File: src/rtl/pll_pkg.sv
// Shared types and defaults for the PLL reset sequencer.
// State encoding and counter sizing helpers.
package pll_pkg;

    typedef enum logic [1:0] {
        WAIT_LOCK = 2'd0,
        STABILIZE = 2'd1,
        HOLD      = 2'd2,
        RUN       = 2'd3
    } pll_state_e;

    localparam int DEF_SYNC_STAGES   = 2;
    localparam int DEF_STABLE_CYCLES = 1024;
    localparam int DEF_HOLD_CYCLES   = 16;
    localparam int DEF_CNT_W         = 8;

    // Bits needed to count 0..max(a,b)-1, never less than one.
    function automatic int cnt_width(input int a, input int b);
        int m;
        m = (a > b) ? a : b;
        return (m < 2) ? 1 : $clog2(m);
    endfunction

endpackage

File: src/rtl/pll_reset_sequencer_sync_ff.sv
// Multi-stage bit synchroniser with async active-low clear.
// Output is the last stage of the shift chain.
module sync_ff #(
    parameter int STAGES = 2
) (
    input  logic clk,
    input  logic rst_n,
    input  logic d,
    output logic q
);

    logic [STAGES-1:0] sr;

    always_ff @(posedge clk or negedge rst_n) begin
        if (!rst_n) begin
            sr <= '0;
        end else begin
            sr <= {sr[STAGES-2:0], d};
        end
    end

    assign q = sr[STAGES-1];

endmodule

File: src/rtl/pll_reset_sequencer.sv
// Qualifies PLL lock and sequences the downstream system reset.
// Counts lock losses seen while running for debug.
module pll_reset_sequencer
    import pll_pkg::*;
#(
    parameter int SYNC_STAGES   = DEF_SYNC_STAGES,
    parameter int STABLE_CYCLES = DEF_STABLE_CYCLES,
    parameter int HOLD_CYCLES   = DEF_HOLD_CYCLES,
    parameter int CNT_W         = DEF_CNT_W
) (
    input  logic             clk,
    input  logic             rst_n,
    input  logic             pll_locked,
    input  logic             clear_stats,
    output logic             sys_rst_n,
    output logic             ready,
    output logic             lock_lost_sticky,
    output logic [CNT_W-1:0] lock_lost_cnt
);

    localparam int CW = cnt_width(STABLE_CYCLES, HOLD_CYCLES);
    localparam logic [CW-1:0] STABLE_LAST = CW'(STABLE_CYCLES - 1);
    localparam logic [CW-1:0] HOLD_LAST   = CW'(HOLD_CYCLES - 1);
    localparam logic [CNT_W-1:0] CNT_MAX  = '1;

    pll_state_e     state;
    pll_state_e     state_nx;
    logic [CW-1:0]  cnt;
    logic [CW-1:0]  cnt_nx;
    logic           lk;
    logic           lost_evt;
    logic           run_q;

    sync_ff #(
        .STAGES (SYNC_STAGES)
    ) u_lock_sync (
        .clk   (clk),
        .rst_n (rst_n),
        .d     (pll_locked),
        .q     (lk)
    );

    always_ff @(posedge clk or negedge rst_n) begin
        if (!rst_n) begin
            state <= WAIT_LOCK;
            cnt   <= '0;
            run_q <= 1'b0;
        end else begin
            state <= state_nx;
            cnt   <= cnt_nx;
            run_q <= (state_nx == RUN);
        end
    end

    // One shared counter serves both qualification phases.
    always_comb begin
        state_nx = state;
        cnt_nx   = cnt;
        lost_evt = 1'b0;
        unique case (state)
            WAIT_LOCK: begin
                cnt_nx = '0;
                if (lk) begin
                    state_nx = STABILIZE;
                end
            end
            STABILIZE: begin
                if (!lk) begin
                    state_nx = WAIT_LOCK;
                    cnt_nx   = '0;
                end else if (cnt == STABLE_LAST) begin
                    state_nx = HOLD;
                    cnt_nx   = '0;
                end else begin
                    cnt_nx = cnt + 1'b1;
                end
            end
            HOLD: begin
                if (!lk) begin
                    state_nx = WAIT_LOCK;
                    cnt_nx   = '0;
                end else if (cnt == HOLD_LAST) begin
                    state_nx = RUN;
                    cnt_nx   = '0;
                end else begin
                    cnt_nx = cnt + 1'b1;
                end
            end
            RUN: begin
                cnt_nx = '0;
                if (!lk) begin
                    state_nx = WAIT_LOCK;
                    lost_evt = 1'b1;
                end
            end
            default: begin
                state_nx = WAIT_LOCK;
                cnt_nx   = '0;
            end
        endcase
    end

    // A clear in the same cycle as a loss event takes priority.
    always_ff @(posedge clk or negedge rst_n) begin
        if (!rst_n) begin
            lock_lost_sticky <= 1'b0;
            lock_lost_cnt    <= '0;
        end else if (clear_stats) begin
            lock_lost_sticky <= 1'b0;
            lock_lost_cnt    <= '0;
        end else if (lost_evt) begin
            lock_lost_sticky <= 1'b1;
            if (lock_lost_cnt != CNT_MAX) begin
                lock_lost_cnt <= lock_lost_cnt + 1'b1;
            end
        end
    end

    assign sys_rst_n = run_q;
    assign ready     = run_q;

endmodule

File: config.mk
export PLATFORM = sky130hd
export DESIGN_NAME = pll_reset_sequencer
export DESIGN_NICKNAME = d
export VERILOG_FILES = /design/src/rtl/pll_pkg.sv /design/src/rtl/pll_reset_sequencer_sync_ff.sv /design/src/rtl/pll_reset_sequencer.sv
export SDC_FILE = /design/constraint.sdc
export NUM_CORES = 1
export LEC_CHECK = 0
export ABC_AREA = 1
export BUFFER_PORTS_ARGS = -buffer_cell sky130_fd_sc_hd__buf_2
export CORE_ASPECT_RATIO = 1.1
export CORE_UTILIZATION = 25
export DETAILED_ROUTE_END_ITERATION = 7
export SETUP_SLACK_MARGIN = 0.05
export SYNTH_ARGS = -nofsm -noshare
export SYNTH_HDL_FRONTEND = slang
export SYNTH_SLANG_ARGS = --single-unit
File: constraint.sdc
create_clock -name clk -period 1.91 [get_ports clk]
set_clock_uncertainty 0.1 [all_clocks]
set_input_delay 0.2865 -clock clk [delete_from_list [all_inputs] [get_ports clk]]
set_output_delay 0.2865 -clock clk [all_outputs]
set_load 0.03 [all_outputs]
==> metrics.md, run 1 <==
| Metric | Value |
|---|---|
| CP max stage cell | `dfrtp_1` |
| TritonCTS clock tree | `done` |
| Vias/cell | `4.346` |
| Setup crit end kind | `flop` |
| Sequential element share of the synthesized area | `0.4665` |
| Post-Synthesis Cells | `165` |
| Worst r2r src | `cnt[0]` |
| Yosys reg bits | `24` |
| Pre-CTS setup slack | `0.3714 ns` |
| Register area | `600.6 um^2` |
| Final Hold Vio Count | `0` |
| Commonest non-fill, non-tap cells in the layout | `nand2_1, dfrtp_1, nor2_1, inv_1, buf_2` |
| Die height | `77.27 um` |
| Top FF cell, synth | `dfrtp_1` |
| Vias in the first global route | `992` |
| Grt ovf | `0` |
| Worst setup path startpoint | `cnt[0]` |
| Post-cts resize count | `0` |
| Commonest non-fill, non-tap cell in the layout | `nand2_1` |
| Top delay family on crit path | `simple AND/OR/NAND/NOR gates` |
| Antenna Cells | `0` |
| Slew margin rel. | `0.6473` |
| Ports | `15` |
| Critical path depth | `8` |
| Nets | `189` |
| Outcome | `completed` |
| CP cell instances | `ha_1 -> nand3_2 -> inv_2 -> nand3b_1 -> nand2_2 -> nand2_2 -> inv_2 -> nor2_1` |
| Hold path depth | `1` |
| Multi-input logic area | `588.1 um^2` |
| Wirelength, routed | `2454 um` |
| Count of final setup violators | `0` |
| Post-synthesis xor/xnor area fraction | `0.03401` |
| Worst setup SP type | `flop` |
| Initial Utilization | `0.2593` |
| Worst R2R End | `cnt[7]` |
| WP data required | `1.97 ns` |
| Per-cell routed wire length | `10.23 um` |
| Port bufs | `14` |
| Netlist cell types | `22` |
| Hold Crit Class | `in2reg` |
| CTS H-tree depth | `1` |
| Gr usage total | `0.1023` |
| Core footprint | `4966 um^2` |
| Fin Setup TNS | `0 ns` |
| First-pass GRT wire length | `4409 um` |
| Layout area overhead | `15.16%` |
| Largest family of logic cells by synthesized area | `simple AND/OR/NAND/NOR gates` |
| Final Critical Period | `1.533 ns` |
| Fillers | `528` |
| DRC viols | `0` |
| Ys Warns | `0` |
| Synth Area in Compound Gates | `0.05539` |
| Crit path to | `cnt[7]` |
| Bufs on Longest Clock Path | `2` |
| Max stage delay on crit path | `0.40 ns` |
| HPWL Detailed | `1855 um` |
| Initial DRC Count | `62` |
| Number of setup buffers added after CTS | `0` |
| Skew-Pair Late Insertion Delay | `0.26 ns` |
| Fraction of the mapped netlist area in simple logic gates | `0.3479` |
| Max Slew Vio Count | `0` |
| Unrepaired setup endpoints after global routing | `false` |
| Initial antenna violation count | `0` |
| Worst EP arrival | `1.59 ns` |
| Critical path class | `reg2reg` |
| First-pass detailed-route iteration total | `4` |
| Mux contribution to synthesized area | `0` |
| Final period util | `0.8025` |
| Power Density | `622.4 nW/um^2` |
| Max-Cap Viols | `0` |
| Dpl cells | `235` |
| CTS Hold Bufs | `1` |
| Post-Syn Area | `1287 um^2` |
| GP Congestion | `0.8602` |
| Die Width | `70.43 um` |
| Post-Synth Adder-Cell Area | `0.01944` |
| Max IR drop VDD | `0.0002795 V` |
| Max Clk Rate | `652.4 MHz` |
| Root buffer cell | `clkbuf_8` |
| Pleak | `0.0007162 uW` |
| Clock slew at reported path FFs | `0.08 ns` |
| Largest net degree at the start of global routing | `25` |
| Layout cells sized above 1 | `0.1978` |
| Synthesized net count | `171` |
| Clk sinks | `24` |
| CTS buffer count | `3` |
| Async SR Flop Fraction | `1.000` |
| Crit-path max FO | `6` |
| Fin cells | `240` |
| Post-detailed-route count of antenna-violating nets | `0` |
| DIE AREA | `5441 um^2` |
| Worst slew pin tran | `0.5291 ns` |
| Worst path buffer plus inverter count | `2` |
| Syn Area/Cell | `7.803 um^2` |
| Flop2flop setup slack | `0.38 ns` |
| Via count | `1043` |
| Number of enable flip-flop cells after synthesis | `0` |
| Rows | `27` |
| Cell depth of the worst flop-to-flop path | `8` |
| Final Worst Setup Slack | `0.3772 ns` |
[how the worst min path moves through the flow]
stage	from	to	slack (ns)
floorplan	rst_n	cnt[0]	-0.11
CTS	pll_locked	u_lock_sync.sr[0]	0.01
detailed placement	rst_n	lock_lost_cnt[4]	0.21
global placement	rst_n	lock_lost_cnt[5]	0.21
finish	pll_locked	u_lock_sync.sr[0]	0.02
global route	pll_locked	u_lock_sync.sr[0]	0.01
[area by class of cell]
class,count,area share
flip-flops and latches,24,0.4051
multi-input cells,116,0.3966
repair buffers,15,0.05401
well taps,58,0.04895
inverters,23,0.05823
clock buffers,4,0.03713
[stage by stage]
| stage | utilization | hold slack, ns | instance area [um^2] | total power (uW) |
|---|---|---|---|---|
| floorplan | - | -0.1091 | 1287 | 567.9 |
| global placement | 0.2855 | 0.2095 | 1418 | 592.1 |
| detailed placement | 0.2855 | 0.2092 | 1418 | 592.3 |
| CTS | 0.2986 | 0.009632 | 1483 | 943.7 |
| global route | 0.2986 | 0.01261 | 1483 | 974.4 |
| finish | 0.2986 | 0.02236 | 1483 | 922.8 |
[state kept, by name (all words and copies together), names as in the netlist]
| signal | cells |
|---|---|
| cnt | 10 |
| lock_lost_cnt | 8 |
| state | 2 |
| u_lock_sync.sr | 2 |
| lock_lost_sticky | 1 |
| ready | 1 |
[power by group]
part	total, uW	internal, uW	switching, uW
Combinational	56.2	16.5	39.7
Clock	341	184	157
Sequential	525	516	9.04
Total	923	717	206
[cells by family after synthesis]
logic type | after synthesis
compound gates | 12
fa+ha+maj | 2
xor+xnor | 5
simple gates | 97
buf+inv | 25
flops | 24
[synth_stat cells (2+ instances only)]
cell      n  area, um^2
xor2_1    3       26.28
o21ai_1   7       35.03
nand2_2   5       31.28
nor3_1    3       15.01
a21oi_1   4       20.02
nor2_1   21       78.83
inv_1    18       67.56
dfrtp_1  24       600.6
nor2_2    3       18.77
xnor2_1   2       17.52
nand3_1  12       60.06
nand4_1   5       31.28
inv_2     5       18.77
nand2_1  43       161.4
ha_1      2       25.02
nor2_4    2       22.52
[layer usage]
layer  share of wire  global-route usage  vias up
met4           0.053             0.09200        0
met3           0.022             0.02628       10
li1                -                   -      546
met2            0.45              0.1514       15
met5               0                   0        -
met1            0.47              0.1198      472
(Power assumes the default switching activity.)
==> run 2, diff against run 1 <==
==> constraint.sdc (replaced) <==
create_clock -name clk -period 1.3 [get_ports clk]
set_clock_uncertainty 0.1 [all_clocks]
set_input_delay 0.195 -clock clk [delete_from_list [all_inputs] [get_ports clk]]
set_output_delay 0.195 -clock clk [all_outputs]
set_load 0.03 [all_outputs]
==> run 2 against run 1 <==
The run now ends with negative setup slack left. Largest power group unchanged. Critical path type unchanged. Register-to-register slack got worse by 0.48 ns. Design area is 31% higher. First-iteration DRC count fell by 23%. Setup slack worse by 0.48 ns. Combinational power rose by 140%. Non-clock buffer count increased by 30. Final cell count grew 13%.
==> metrics.md, run 2 (same netlist as run 1, synthesis figures left out) <==
| Metric | Value |
|---|---|
| Nets | `219 (+16%)` |
| Via count | `1212 (+16%)` |
| Initial DRC Count | `48 (-23%)` |
| Count of final setup violators | `17 (+17)` |
| Rows | `27 (unchanged)` |
| Vias in the first global route | `1212 (+22%)` |
| Max Slew Vio Count | `0 (unchanged)` |
| Unrepaired setup endpoints after global routing | `true` |
| Grt ovf | `0 (unchanged)` |
| Dpl cells | `259 (+10%)` |
| Largest Register | `cnt` |
| Initial Utilization | `0.2593 (unchanged)` |
| Max-Cap Viols | `0 (unchanged)` |
| First-pass detailed-route iteration total | `4 (unchanged)` |
| Slew margin rel. | `0.7956 (+0.1483)` |
| GP Congestion | `0.8430 (-2.0%)` |
| Bufs on Longest Clock Path | `2 (unchanged)` |
| Worst EP arrival | `1.48 ns (-0.11 ns)` |
| Failing checks | `negative setup slack` |
| DIE AREA | `5441 um^2 (unchanged)` |
| Largest register FFs | `10 (unchanged)` |
| Wirelength, routed | `3091 um (+26%)` |
| Crit-path max FO | `5 (-1)` |
| Sw Pwr | `355.4 uW (+72%)` |
| Layout area overhead | `51.31%` |
| Power Density | `811.5 nW/um^2 (+30%)` |
| Antenna Cells | `0 (unchanged)` |
| Setup crit end kind | `flop` |
| Post-detailed-route count of antenna-violating nets | `0 (unchanged)` |
| Worst slew pin tran | `0.3066 ns (-0.2225 ns)` |
| Root buffer cell | `clkbuf_8` |
| DRC viols | `0 (unchanged)` |
| Ports | `15 (unchanged)` |
| Outcome | `finished, violations left` |
| Final period util | `1.076 (+0.2734)` |
| Vias/cell | `4.489 (+3.3%)` |
| Die height | `77.27 um (unchanged)` |
| Port bufs | `14 (unchanged)` |
| Commonest non-fill, non-tap cell in the layout | `nand2_1` |
| Max IR drop VDD | `0.0003251 V (+16%)` |
| Per-cell routed wire length | `11.45 um (+12%)` |
| Final Worst Setup Slack | `-0.09874 ns (-0.4759 ns)` |
| Pre-CTS setup slack | `-0.1048 ns (-0.4762 ns)` |
| TritonCTS clock tree | `done` |
| Clock slew at reported path FFs | `0.09 ns (about the same)` |
| Clock power share | `0.426 (+0.056)` |
| Biggest regs | `cnt x10, lock_lost_cnt x8` |
| CTS H-tree depth | `1 (unchanged)` |
| Die Width | `70.43 um (unchanged)` |
| First-pass GRT wire length | `4981 um (+13%)` |
| Sw Share | `0.2248 (+0.001501)` |
| CTS buffer count | `3 (unchanged)` |
| WP data required | `1.38 ns (-0.59 ns)` |
| Internal Power | `1226 uW (+71%)` |
| HPWL Detailed | `2127 um (+15%)` |
| Skew-Pair Late Insertion Delay | `0.28 ns (+0.02 ns)` |
| Commonest non-fill, non-tap cells in the layout | `nand2_1, buf_4, inv_1, dfrtp_1, nor2_1` |
| Fin cells | `270 (+13%)` |
| Largest net degree at the start of global routing | `25 (unchanged)` |
| Final Critical Period | `1.399 ns (-0.1341 ns)` |
| Pleak | `0.0008963 uW (+25%)` |
| Clk sinks | `24 (unchanged)` |
| Worst setup SP type | `flop` |
| Gr usage total | `0.1149 (+0.01265)` |
| Min Hold Slack | `0.05841 ns (+0.03605 ns)` |
| Share of power burned in registers | `0.488 (-0.081)` |
| Final Hold Vio Count | `0 (unchanged)` |
| Comb pwr share | `0.087 (+0.026)` |
| Critical path class | `reg2reg` |
| Hold Crit Class | `in2reg` |
| Layout cells sized above 1 | `0.4575 (+0.2597)` |
| Initial antenna violation count | `0 (unchanged)` |
| Core footprint | `4966 um^2 (unchanged)` |
| Max Clk Rate | `714.9 MHz (+9.6%)` |
-- run 2: layout make-up --
class,count,area (um^2)
Sequential cell,24,608.1
Clock inverter,1,30.03
Multi-Input combinational cell,116,742.0
Timing Repair Buffer,45,365.4
Fill cell,491,3018
Clock buffer,3,41.29
Inverter,23,88.84
Tap cell,58,72.57
-- run 2: per-stage QoR --
stage / TNS, ns / area (um^2) / power (uW) / util
floorplan: -0.8403 / 1321 / 833.5 / -
global placement: -0.7153 / 1632 / 891.8 / 0.3285
detailed placement: -1.222 / 1632 / 893.6 / 0.3285
CTS: -0.9221 / 1838 / 1589 / 0.3701
global route: -2.312 / 1948 / 1637 / 0.3923
finish: -0.8983 / 1948 / 1581 / 0.3923
-- run 2: path summary, 6_finish.rpt --
| check | start | endpoint | slack (ns) | depth (start not counted) |
|---|---|---|---|---|
| max | lock_lost_cnt[1] | lock_lost_cnt[2] | -0.1 | 8 |
| min | clear_stats | lock_lost_sticky | 0.06 | 2 |
| max reg2reg | lock_lost_cnt[1] | lock_lost_cnt[2] | -0.1 | 8 |
| min reg2reg | u_lock_sync.sr[0] | u_lock_sync.sr[1] | 0.26 | 0 |
| max in group asynchronous | rst_n | cnt[4] | 0.53 | 3 |
| min in group asynchronous | rst_n | lock_lost_cnt[7] | 0.31 | 3 |
-- run 2: timing repair --
item                                   CTS  global route
hold buffers                             2             0
endpoints found under the hold margin   25             0
resized for setup                       26            24
pin swaps                                3            12
setup endpoints to repair               25            26
buffers inserted                         3             2
gates cloned                             0             0
-- run 2: worst max-delay path: stages, from the launching register on --
cell and delay (ns):
dfrtp_2 0.44, ha_4 0.18, nand2_4 0.07, nor2_4 0.04, a21oi_4 0.20, buf_6 0.14
nor2_4 0.04, nand2_1 0.06, nand2_1 0.05
-- run 2: per-layer routing --
| layer | wire (um) | track usage |
|---|---|---|
| met5 | 0 | 0 |
| met4 | 68 | 0.05800 |
| met2 | 1635 | 0.2067 |
| met1 | 1328 | 0.1320 |
| met3 | 59 | 0.01314 |
-- run 2: power groups by stage --
stage                     sequential, uW  combinational, uW  clock, uW
final                                771                137        673
after global routing                 772                152        712
after global placement               783                109          0
after CTS                            768                125        695
after detailed placement             783                111          0
after floorplan                      784               49.5          0
